`config.mk`:
```
export PLATFORM = sky130hd
export DESIGN_NAME = mole_spawner
export DESIGN_NICKNAME = d
export VERILOG_FILES = /design/src/rtl/mole_spawner_pkg.sv /design/src/rtl/mole_spawner_tick_gen.sv /design/src/rtl/mole_spawner.sv
export SDC_FILE = /design/constraint.sdc
export NUM_CORES = 1
export LEC_CHECK = 0
export ABC_AREA = 1
export CAP_MARGIN = 0
export CORE_MARGIN = 2
export CORE_UTILIZATION = 25
export CTS_BUF_LIST = sky130_fd_sc_hd__clkbuf_4 sky130_fd_sc_hd__clkbuf_8
export CTS_CLUSTER_DIAMETER = 80
export DETAILED_ROUTE_END_ITERATION = 16
export PLACE_DENSITY = 0.36
export SLEW_MARGIN = 20
export SYNTH_ARGS = -nofsm -noshare
export SYNTH_HDL_FRONTEND = slang
export SYNTH_HIERARCHICAL = 1
export SYNTH_SLANG_ARGS = --single-unit
```
`constraint.sdc`:
```
create_clock -name clk -period 4.6 [get_ports clk]
set_input_delay 0.92 -clock clk [delete_from_list [all_inputs] [get_ports clk]]
set_output_delay 0.92 -clock clk [all_outputs]
set_load 0.01 [all_outputs]
```
`src/rtl/mole_spawner_pkg.sv`:
```
// Shared definitions for the mole spawner: FSM encodings, LFSR taps, LED width
// and small arithmetic helpers.
package mole_spawner_pkg;

   localparam int LED_W = 8;

   localparam logic [1:0] ST_IDLE = 2'd0;
   localparam logic [1:0] ST_GAP  = 2'd1;
   localparam logic [1:0] ST_SHOW = 2'd2;
   localparam logic [1:0] ST_DONE = 2'd3;

   // Fibonacci taps 8,6,5,4 as a bit mask over lfsr[7:0]
   localparam logic [7:0] LFSR_TAPS = 8'b1011_1000;

   function automatic logic [7:0] sat_inc8(input logic [7:0] v);
      return (v == 8'hFF) ? v : v + 8'd1;
   endfunction

   function automatic logic [7:0] lfsr_next(input logic [7:0] v, input logic [7:0] seed);
      logic [7:0] n;
      n = {v[6:0], ^(v & LFSR_TAPS)};
      return (n == 8'h00) ? seed : n;
   endfunction

endpackage

```
`src/rtl/mole_spawner_tick_gen.sv`:
```
// Free-running prescaler: one-cycle tick every TICK_DIV clocks, phase set only by reset.
module mole_spawner_tick_gen #(
   parameter int unsigned TICK_DIV = 50_000
) (
   input  logic clk,
   input  logic rst_n,
   output logic tick
);

   localparam int CW = (TICK_DIV > 1) ? $clog2(TICK_DIV) : 1;

   logic [CW-1:0] cnt_q;
   logic [CW-1:0] cnt_d;

   always_comb begin
      tick  = (cnt_q == CW'(TICK_DIV - 1));
      cnt_d = tick ? '0 : cnt_q + CW'(1);
   end

   always_ff @(posedge clk) begin
      if (!rst_n) cnt_q <= '0;
      else        cnt_q <= cnt_d;
   end

endmodule

```
`src/rtl/mole_spawner.sv`:
```
// Runs one game of ROUNDS mole windows: dark gap, one lit hole, close on hit or timeout.
// The window shrinks by SHOW_STEP every HITS_PER_LEVEL hits, floored at SHOW_MIN.
module mole_spawner
   import mole_spawner_pkg::*;
#(
   parameter int unsigned TICK_DIV       = 50_000,
   parameter int unsigned GAP_TICKS      = 300,
   parameter int unsigned SHOW_INIT      = 1000,
   parameter int unsigned SHOW_MIN       = 200,
   parameter int unsigned SHOW_STEP      = 100,
   parameter int unsigned HITS_PER_LEVEL = 4,
   parameter int unsigned ROUNDS         = 32,
   parameter logic [7:0]  LFSR_SEED      = 8'hA5
) (
   input  logic             clk,
   input  logic             rst_n,
   input  logic             start,
   input  logic             hit,
   output logic [LED_W-1:0] led,
   output logic             judge_dis,
   output logic             busy,
   output logic             done,
   output logic [7:0]       hits,
   output logic [7:0]       misses
);

   localparam logic [15:0] GAP_LAST  = 16'(GAP_TICKS - 1);
   localparam logic [15:0] INIT16    = 16'(SHOW_INIT);
   localparam logic [15:0] MIN16     = 16'(SHOW_MIN);
   localparam logic [15:0] STEP16    = 16'(SHOW_STEP);
   localparam logic [16:0] FLOOR17   = 17'(SHOW_MIN) + 17'(SHOW_STEP);
   localparam logic [7:0]  ROUNDS8   = 8'(ROUNDS);
   localparam logic [7:0]  HPL8      = 8'(HITS_PER_LEVEL);

   logic             tick;
   logic [1:0]       state_q, state_d;
   logic [15:0]      cnt_q, cnt_d;
   logic [15:0]      show_len_q, show_len_d;
   logic [7:0]       round_q, round_d;
   logic [7:0]       hits_q, hits_d;
   logic [7:0]       misses_q, misses_d;
   logic [7:0]       lfsr_q, lfsr_d;
   logic [2:0]       pos_q, pos_d;
   logic [2:0]       last_pos_q, last_pos_d;
   logic [LED_W-1:0] led_q, led_d;
   logic [2:0]       hit_sync_q, hit_sync_d;
   logic             start_prev_q, start_prev_d;

   logic             hit_rise;
   logic             start_rise;
   logic             close;
   logic [2:0]       new_pos;
   logic [7:0]       hits_inc;
   logic [7:0]       round_inc;

   mole_spawner_tick_gen #(.TICK_DIV(TICK_DIV)) u_tick (
      .clk   (clk),
      .rst_n (rst_n),
      .tick  (tick)
   );

   assign hit_rise   = hit_sync_q[1] & ~hit_sync_q[2];
   assign start_rise = start & ~start_prev_q;

   always_comb begin
      state_d      = state_q;
      cnt_d        = cnt_q;
      show_len_d   = show_len_q;
      round_d      = round_q;
      hits_d       = hits_q;
      misses_d     = misses_q;
      pos_d        = pos_q;
      last_pos_d   = last_pos_q;
      led_d        = led_q;
      lfsr_d       = lfsr_next(lfsr_q, LFSR_SEED);
      hit_sync_d   = {hit_sync_q[1:0], hit};
      start_prev_d = start;
      close        = 1'b0;
      hits_inc     = sat_inc8(hits_q);
      round_inc    = sat_inc8(round_q);

      // Never repeat the previous hole back-to-back
      new_pos = lfsr_q[2:0];
      if (new_pos == last_pos_q) new_pos = new_pos + 3'd1;

      case (state_q)
         ST_IDLE, ST_DONE: begin
            if (start_rise) begin
               state_d    = ST_GAP;
               cnt_d      = '0;
               hits_d     = '0;
               misses_d   = '0;
               round_d    = '0;
               show_len_d = INIT16;
            end
         end
         ST_GAP: begin
            if (tick) begin
               if (cnt_q == GAP_LAST) begin
                  state_d = ST_SHOW;
                  cnt_d   = '0;
                  pos_d   = new_pos;
                  led_d   = LED_W'(1) << new_pos;
               end else begin
                  cnt_d = cnt_q + 16'd1;
               end
            end
         end
         ST_SHOW: begin
            // A hit on the expiry cycle takes priority over the timeout
            if (hit_rise) begin
               hits_d = hits_inc;
               close  = 1'b1;
               if ((hits_inc % HPL8) == 8'd0) begin
                  show_len_d = ({1'b0, show_len_q} <= FLOOR17) ? MIN16 : show_len_q - STEP16;
               end
            end else if (tick) begin
               if (cnt_q == show_len_q - 16'd1) begin
                  misses_d = sat_inc8(misses_q);
                  close    = 1'b1;
               end else begin
                  cnt_d = cnt_q + 16'd1;
               end
            end
         end
         default: state_d = ST_IDLE;
      endcase

      if (close) begin
         led_d      = '0;
         cnt_d      = '0;
         round_d    = round_inc;
         last_pos_d = pos_q;
         state_d    = (round_inc == ROUNDS8) ? ST_DONE : ST_GAP;
      end
   end

   always_ff @(posedge clk) begin
      if (!rst_n) begin
         state_q      <= ST_IDLE;
         cnt_q        <= '0;
         show_len_q   <= INIT16;
         round_q      <= '0;
         hits_q       <= '0;
         misses_q     <= '0;
         lfsr_q       <= LFSR_SEED;
         pos_q        <= '0;
         last_pos_q   <= '0;
         led_q        <= '0;
         hit_sync_q   <= '0;
         start_prev_q <= 1'b0;
      end else begin
         state_q      <= state_d;
         cnt_q        <= cnt_d;
         show_len_q   <= show_len_d;
         round_q      <= round_d;
         hits_q       <= hits_d;
         misses_q     <= misses_d;
         lfsr_q       <= lfsr_d;
         pos_q        <= pos_d;
         last_pos_q   <= last_pos_d;
         led_q        <= led_d;
         hit_sync_q   <= hit_sync_d;
         start_prev_q <= start_prev_d;
      end
   end

   // Board goes dark as soon as reset is asserted, not one edge later
   assign led       = rst_n ? led_q : '0;
   assign judge_dis = ~((state_q == ST_SHOW) && (led != '0));
   assign busy      = (state_q == ST_GAP) || (state_q == ST_SHOW);
   assign done      = (state_q == ST_DONE);
   assign hits      = hits_q;
   assign misses    = misses_q;

endmodule

```
-- Word-level counts from Yosys, hierarchy flattened
Cells that the tools add are included.
- word-level logic and storage cells: 113
- register bits: 100
- output and inout port bits: 27
- bitwise operators: 6
- eq/ne operators: 24
- muxes and demuxes: 36
- reduce and logical (&&, ||, !) cells: 23
- magnitude comparators: 1
- shift-type cells: 1
- $add $sub $neg: 8
- operators with widths (cell ; number):
    2-to-1 mux 16 bit ; 10
    2-to-1 mux 8 bit ; 11
    case mux 16 bit (3 select lines) ; 1
    adder 16 x 1 -> 16 bit (second input constant) ; 2
    case mux 16 bit (2 select lines) ; 1
    case mux 8 bit (2 select lines) ; 2
    adder 8 x 1 -> 8 bit (second input constant) ; 3
    == test 8 bit (second input constant) ; 3
    != test 2 bit (second input constant) ; 10
    == test 16 bit ; 1
    == test 16 bit (second input constant) ; 1
    == test 16 x 9 -> 1 bit (second input constant) ; 1
    <= comparator 16 x 9 -> 1 bit (second input constant) ; 1
    logical NOT 8 bit ; 2
    subtractor 16 x 1 -> 16 bit (second input constant) ; 1
    subtractor 16 x 7 -> 16 bit (second input constant) ; 1
    AND reduction 4 bit ; 3
    2-to-1 mux 2 bit ; 5
    != test 3 bit (second input constant) ; 3
    == test 8 x 6 -> 1 bit (second input constant) ; 1
    nonzero test 8 bit ; 1
    OR reduction 2 bit ; 4
    parity 8 bit ; 1
    left shift 1 x 3 -> 8 bit (first input constant) ; 1
    18 further kinds ; 29

-- Longest topological paths before layout
Gate-level depths: netlist of the first run.
- depth after elaboration: 8
- depth in mapped cells: 19
- gate-level depth less buffers: 18

-- Cells and area by module
The synthesis of the first run kept the hierarchy.
- by module, submodules not included (module ; seq. area each (um^2) ; cells an instance ; times used ; area an instance (um^2)):
    mole_spawner ; 1641.6 ; 772 ; 1 ; 5144.9
    mole_spawner_tick_gen ; 320.3 ; 127 ; 1 ; 842.1

-- Worst setup path after synthesis of the first run
No wires, ideal clock.
- kind: input to output
- start: input rst_n
- end: output judge_dis
- cell stages on the path: 5
- buffers on the path: 2
- setup slack: 1950 ps
- arrival: 1730 ps
- cell sequence: clkbuf_1 -> clkbuf_1 -> nand2_1 -> nand4_1 -> o21ai_0
- cells in the longest elaborated chain, start to end: 4
- RTL lines (item ; RTL line ; text):
    from (decl) ; mole_spawner.sv:16 ; input logic rst_n,
    2-to-1 mux 8 bit ; mole_spawner.sv:169 ; assign led = rst_n ? led_q : '0;
    nonzero test 8 bit ; mole_spawner.sv:170 ; assign judge_dis = ~((state_q == ST_SHOW) && (led != '0));
    logical AND 1 bit ; mole_spawner.sv:170 ;
    inverter 1 bit ; mole_spawner.sv:170 ;
    to (decl) ; mole_spawner.sv:20 ; output logic judge_dis,
Every way passes these cells.

-- Final worst setup path of the first run
Ends and elaborated chain as after synthesis.

==> results of run 1 <==
[kinds of logic (layout without fill, tap and decap cells)]
kind of cell | count (synthesis) | after routing
flip-flops | 98 | 98
buffers and inverters | 140 | 165
multiplexers | 1 | 1
AO/OA/AOI/OAI | 127 | 127
adder cells (fa/ha/maj) | 13 | 13
XOR/XNOR | 42 | 42
AND/OR/NAND/NOR | 478 | 478
[report_power, final]
| part | internal (mW) | switching (mW) | total (mW) |
|---|---|---|---|
| combinational | 0.330 | 0.795 | 1.12 |
| clock | 0.266 | 0.368 | 0.634 |
| sequential | 0.924 | 0.116 | 1.04 |
[worst max-delay path: stages]
cell and delay (ps):
clkdlybuf4s50_1 580, nand2_1 180, nand4_1 100, o21ai_0 180
clkdlybuf4s50_1 570
[cells in the mapped netlist (4+ instances only)]
master	instances	share of area (%)
a21oi_1	49	4.1
xor2_1	25	3.7
ha_1	13	2.7
o21ai_1	4	0.33
clkbuf_1	11	0.69
nor3_1	16	1.3
nor2_2	13	1.4
xnor2_1	17	2.5
dfxtp_1	98	33
inv_2	6	0.38
a21oi_2	15	2.2
nand4_1	32	3.3
nor4_1	6	0.63
nand3_1	64	5.4
or2_2	4	0.42
o211ai_1	4	0.50
nand2_1	198	12
o21ai_0	36	3.0
inv_1	104	6.5
nand2_4	4	0.75
nor2_1	118	7.4
a22oi_1	8	1.0
buf_2	10	0.84
nand2_2	11	1.1
[state kept, by name, summed over array words and instances, names as in the netlist]
register	count
state_q	2
round_q	8
pos_q	3
cnt_q	16
u_tick/cnt_q	16
misses	8
show_len_q	14
start_prev_q	1
hit_sync_q	3
hits	8
last_pos_q	3
lfsr_q	8
led_q	8
[worst max path at each step]
| stage | start | to |
|---|---|---|
| after CTS | rst_n | judge_dis |
| after global routing | rst_n | judge_dis |
| after global placement | rst_n | judge_dis |
| final | rst_n | judge_dis |
| after floorplan | rst_n | judge_dis |
| after detailed placement | rst_n | judge_dis |
[cell type report]
cell class | instances | area (um^2) | area share, %
sequential | 98 | 1960 | 28.9
timing repair buffer | 37 | 353 | 5.19
multi-input combinational | 661 | 3440 | 50.7
clock inverter | 7 | 92.6 | 1.36
inverter | 112 | 420 | 6.19
clock buffer | 9 | 124 | 1.82
tap | 319 | 399 | 5.87
[stage by stage]
stage / power [mW] / utilization [%] / worst slack, ps / cell area (um^2)
floorplan: 1.90 / - / 1950 / 5990
detailed placement: 2.20 / 28.0 / 1160 / 6580
global placement: 2.22 / 28.0 / 1160 / 6580
CTS: 2.85 / 28.9 / 1140 / 6800
finish: 2.80 / 28.9 / 1140 / 6800
global route: 3.04 / 28.9 / 1030 / 6800
[per-layer routing]
layer | wire length [um] | up-vias | GRT usage [%]
li1 | - | 2957 | -
met1 | 8580 | 2525 | 18.5
met4 | 256 | 2 | 4.84
met5 | 9 | - | 0
met3 | 486 | 16 | 2.25
met2 | 7990 | 63 | 24.0
==> metrics.yaml, run 1 <==
clock_network:
  ctsHoldBuffers: 0
  clk_pin_slew_ps: 110
  cts_setup_buffers: 0
  root_buffer: "clkbuf_8"
  numCtsBuffers: 9
  clk-insertion-delay-late_ps: 400
  cts_tree: "built"
  cts_sinks: 98
  h-tree-depth: 3
  cts_resized: 0
  clock_path_buffers: 2
final_layout:
  syn2layout_area_growth_pct: 13.5
  fin_cells: 1243
  fin_nets: 936
  layout_commonest_cell: "nand2_1"
  final_layout_size_suffix_gt1_share_pct: 9.09
  n_fill_cell: 2641
  antenna_cells: 0
  final_cell_mix: "nand2_1, nor2_1, inv_1, dfxtp_1, nand3_1"
global_routing:
  antenna_found_initial: 1
  grt_pass1_vias: 5449
  grt_max_degree: 21
  grtUsageTotal_pct: 14.2
  overflow: 0
  grt_first_pass_wirelength_mm: 29.1
setup_path:
  rrSetupSlack_ps: 1490
  startpoint_type: "primary input"
  r2r-start: "show_len_q[2]$_SDFFE_PN0P_"
  cp-end-kind: "output port"
  crit_type: "primary input to output port"
  reg2reg_to: "cnt_q[1]$_SDFFE_PP0P_"
  crit_arrival_ps: 2540
  required_ps: 3680
  cp_max_fo: 9
  reg2regPathDepth: 15
sta:
  tightest_slew_ps: 801
  rsz0062_at_grt: "false"
  finalSetupTns_ps: 0
  max_freq_mhz: 289
  drv_slew: 0
  setup_viol: 0
  period_share_pct: 75.1
  hold_slack_ps: 445
  clock_skew_ps: 27.3
  period_minus_slack_ps: 3460
  hold_viol_final: 0
  maxSlewHeadroom_pct: 46.6
synthesis:
  synth_edf_count: 0
  synth_cell_types: 43
  synthAdderAreaFrac_pct: 2.72
  ys.warnings.count: 6
  yosys_most_used_dff: "dfxtp_1"
  synthCells: 899
  synthesis.nets: 916
  synthSimpleGateAreaFrac_pct: 36.0
  synth.cell_area_um2: 5990
  synth_async_sr_flop_share_pct: 0
  avgSynthCellArea_um2: 6.66
  yosysSeqAreaShare_pct: 32.8
  ys_ff_latch: 98
  synth_top_family_by_area: "simple AND/OR/NAND/NOR gates"
  synth_compound_area_share_pct: 12.5
  synth_mux_area_share_pct: 0.167
  synth_xor_area_share_pct: 6.14
floorplanning:
  die_h_um: 159
  die_width_um: 159
  ios: 31
  die_area_um2: 25200
  initial_core_util_pct: 25.5
  coreArea_um2: 23500
  row_count: 56
pwr:
  leakage_nw: 2.65
  peakVddDrop_mv: 0.139
  powerDensity_nw_per_um2: 412
hold_path:
  hp-start: "hit_sync_q[0]$_SDFF_PN0_"
  hp-class: "flop to flop"
  hold_end: "hit_sync_q[1]$_SDFF_PN0_"
  holdPathStages: 2
flow_run:
  cap_violations: 0
route:
  drc_errors: 0
  num_vias: 5563
  antenna_left: 0
  wl_per_cell_um: 13.9
  vias_per_cell: 4.48
  drt-initial-drc-count: 254
  drt_wl_total_mm: 17.3
  firstDrtPassIters: 6
outcome:
  status: "complete, no violations"
placement:
  dp_hpwl_mm: 12.9
  post-place-cells: 1227
  gp_congestion: 0.760
  io_buffers: 30
Power figures use the tool's default switching activity.
==> inputs of run 2 (changes only) <==
Clock period 4.6 ns to 3.18 ns, I/O delays scaled along.
==> run 2 against run 1 <==
Net effect:
- hold slack worse by 9.4 ps
- flip-flop and latch count did not move
- non-clock buffer count increased by 8
- count of clock-buffer cells in the layout grew 1
- register-to-register slack got worse by 910 ps
- utilization is 0.15 points higher
- clock power up 34%
- via count fell by 0.23%
- sequential share of layout area decreased by 0.15 points
- die area unchanged
- largest power group unchanged
- global-route usage shrank 0.13 points
- largest cell class unchanged
- critical path depth rose by 1
==> metrics.yaml, run 2 (synthesis results as in run 1) <==
placement:
  gp_congestion: 0.765  # +0.74%
  io_buffers: 30  # unchanged
  dp_hpwl_mm: 13.2  # +2.0%
pwr:
  p_int_mw: 2.17  # +43%
  p_sw_share_pct: 46.2  # +0.49 points
  peakVddDrop_mv: 0.228  # +64%
  power_frac_comb_pct: 41.6  # +1.4 points
  p_clk_share_pct: 21.0  # -1.7 points
  p_switching_mw: 1.87  # +46%
  powerDensity_nw_per_um2: 592  # +44%
  seqPwrFrac_pct: 37.3  # about the same
  leakage_nw: 2.67  # +0.97%
floorplanning:
  initial_core_util_pct: 25.5  # unchanged
  die_width_um: 159  # unchanged
  ios: 31  # unchanged
  row_count: 56  # unchanged
  die_h_um: 159  # unchanged
  die_area_um2: 25200  # unchanged
  coreArea_um2: 23500  # unchanged
route:
  drc_errors: 0  # unchanged
  vias_per_cell: 4.44  # -0.87%
  antenna_left: 0  # unchanged
  wl_per_cell_um: 14.0  # +0.42%
  drt-initial-drc-count: 308  # +21%
  drt_wl_total_mm: 17.5  # +1.1%
  firstDrtPassIters: 5  # -1
  num_vias: 5550  # -0.23%
global_routing:
  grtUsageTotal_pct: 14.1  # -0.13 points
  grt_pass1_vias: 5382  # -1.2%
  top_usage_layer: "met2"
  overflow: 0  # unchanged
  grt_first_pass_wirelength_mm: 28.8  # -1.1%
  antenna_found_initial: 0  # -1
  grt_max_degree: 21  # unchanged
  grt.met1_usage_pct: 19.5  # +1.1 points
  grt.met3_usage_pct: 1.75  # -0.50 points
  grt.met2_usage_pct: 22.4  # -1.5 points
clock_network:
  root_buffer: "clkbuf_8"
  cts_tree: "built"
  clock_path_buffers: 2  # unchanged
  ctsHoldBuffers: 0  # unchanged
  clk-insertion-delay-late_ps: 400  # about the same
  cts_sinks: 98  # unchanged
  cts_setup_buffers: 0  # unchanged
  cts_resized: 0  # unchanged
  numCtsBuffers: 9  # unchanged
  h-tree-depth: 3  # unchanged
  clk_pin_slew_ps: 100  # about the same
hold_path:
  hold_end: "hit_sync_q[1]$_SDFF_PN0_"
  holdPathStages: 2  # unchanged
  hp-class: "flop to flop"
  hp-start: "hit_sync_q[0]$_SDFF_PN0_"
setup_path:
  startpoint_type: "primary input"
  crit_type: "primary input to output port"
  slowest_stage: "clkdlybuf4s50_1"
  r2r-start: "show_len_q[2]$_SDFFE_PN0P_"
  crit_arrival_ps: 2150  # -390 ps
  max_stage_delay_ps: 560  # -20 ps
  rrSetupSlack_ps: 580  # -910 ps
  cp-end-kind: "output port"
  cp_num_buf_inv: 3  # +1
  crit_chain: "clkdlybuf4s50_1 > buf_4 > nand2_1 > nand4_1 > o21ai_0 > clkdlybuf4s50_1"
  critPathTopFamily: "buffers and inverters"
  required_ps: 2540  # -1140 ps
  reg2regPathDepth: 14  # -1
  cp_max_fo: 9  # unchanged
  reg2reg_to: "cnt_q[1]$_SDFFE_PP0P_"
  cp_common_cell: "clkdlybuf4s50_1"
sta:
  rsz0062_at_grt: "false"
  drv_slew: 0  # unchanged
  hold_viol_final: 0  # unchanged
  max_freq_mhz: 359
  tightest_slew_ps: 561  # -241 ps
  finalSetupTns_ps: 0  # unchanged
  period_minus_slack_ps: 2790
  clock_skew_ps: 23.1  # -4.12 ps
  setup_viol: 0  # unchanged
  period_share_pct: 87.7
  maxSlewHeadroom_pct: 62.6  # +16 points
final_layout:
  final_cell_mix: "nand2_1, nor2_1, inv_1, dfxtp_1, nand3_1"
  n_fill_cell: 2642  # +0.038%
  multi_input_area_um2: 3440  # unchanged
  final_layout_size_suffix_gt1_share_pct: 9.87  # +0.78 points
  final_core_util_pct: 29.1  # +0.15 points
  reg_top3: "cnt_q (16), u_tick/cnt_q (16), show_len_q (14)"
  layout_commonest_cell: "nand2_1"
  syn2layout_area_growth_pct: 14.1
  antenna_cells: 0  # unchanged
  regArea_um2: 1960  # unchanged
  fin_nets: 944  # +0.85%
flow_run:
  cap_violations: 0  # unchanged
outcome:
  status: "complete, no violations"
## run 2: cell count changes in the layout (fill, tap and decap cells not counted)
cell and delta:
clkinv_8 -1, inv_8 +1, clkinvlp_4 +2, buf_4 +8
bufinv_16 -1, clkbuf_8 +1, clkinv_4 -2
## run 2: cell type report
type	instances	area share, %
clock inverter	6	0.806
clock buffer	10	2.01
timing repair buffer	45	6.04
multi-input combinational	661	50.4
inverter	112	6.15
tap	319	5.84
sequential	98	28.7
## run 2: worst register-to-register path, stage by stage (launching register included)
cell and delay, ps:
dfxtp_1 450, inv_1 140, ha_1 290, nand2_2 160, inv_2 50, nand3_1 100, nand2_1 70, nand2_1 60
nand2_1 40, nor2_1 280, nand4_2 160, nand2_2 90, nor2_2 70, inv_2 380, nor2_1 110
## run 2: worst max path at each step
stage                          startpoint                endpoint  slack, ps  depth (start not counted)
2_1_floorplan  u_tick/cnt_q[0]$_SDFF_PP0_  misses[6]$_SDFFE_PN0P_        900                         12
4_1_cts                             rst_n               judge_dis        360                          6
3_5_place_dp                        rst_n               judge_dis        390                          6
3_3_place_gp                        rst_n               judge_dis        360                          6
5_1_grt                             rst_n               judge_dis        250                          6
6_report                            rst_n               judge_dis        390                          6
## run 2: through the flow
step           power [mW]  instance area, um^2  instances  setup slack, ps  hold slack (ps)
6_report             4.04                 6830       1251              391              436
3_3_place_gp         3.26                 6640       1235              357              416
2_1_floorplan        2.74                 5990        899              904              390
5_1_grt              4.39                 6830       1251              246              462
3_5_place_dp         3.24                 6640       1235              394              415
4_1_cts              4.11                 6830       1251              358              441
## run 2: power by group through the flow
| stage | registers (mW) | clock network, mW | logic (mW) |
|---|---|---|---|
| finish | 1.51 | 0.850 | 1.68 |
| floorplan | 1.47 | 0 | 1.27 |
| detailed placement | 1.54 | 0 | 1.71 |
| global placement | 1.54 | 0 | 1.72 |
| CTS | 1.51 | 0.894 | 1.71 |
| global route | 1.53 | 0.939 | 1.92 |
## run 2: layer usage
layer | part of all wire [%] | wire length (um) | vias to the layer above
met5 | 0 | 0 | -
met4 | 2.0 | 350 | 0
met3 | 2.6 | 449 | 16
met2 | 44 | 7710 | 78
met1 | 51 | 9000 | 2488
li1 | - | - | 2968
==> inputs of run 3 (changes only) <==
Settings changed: SLEW_MARGIN 20 to 15.
==> results of run 3 <==
The final DEF is identical to that of run 2; final timing and power are the same.
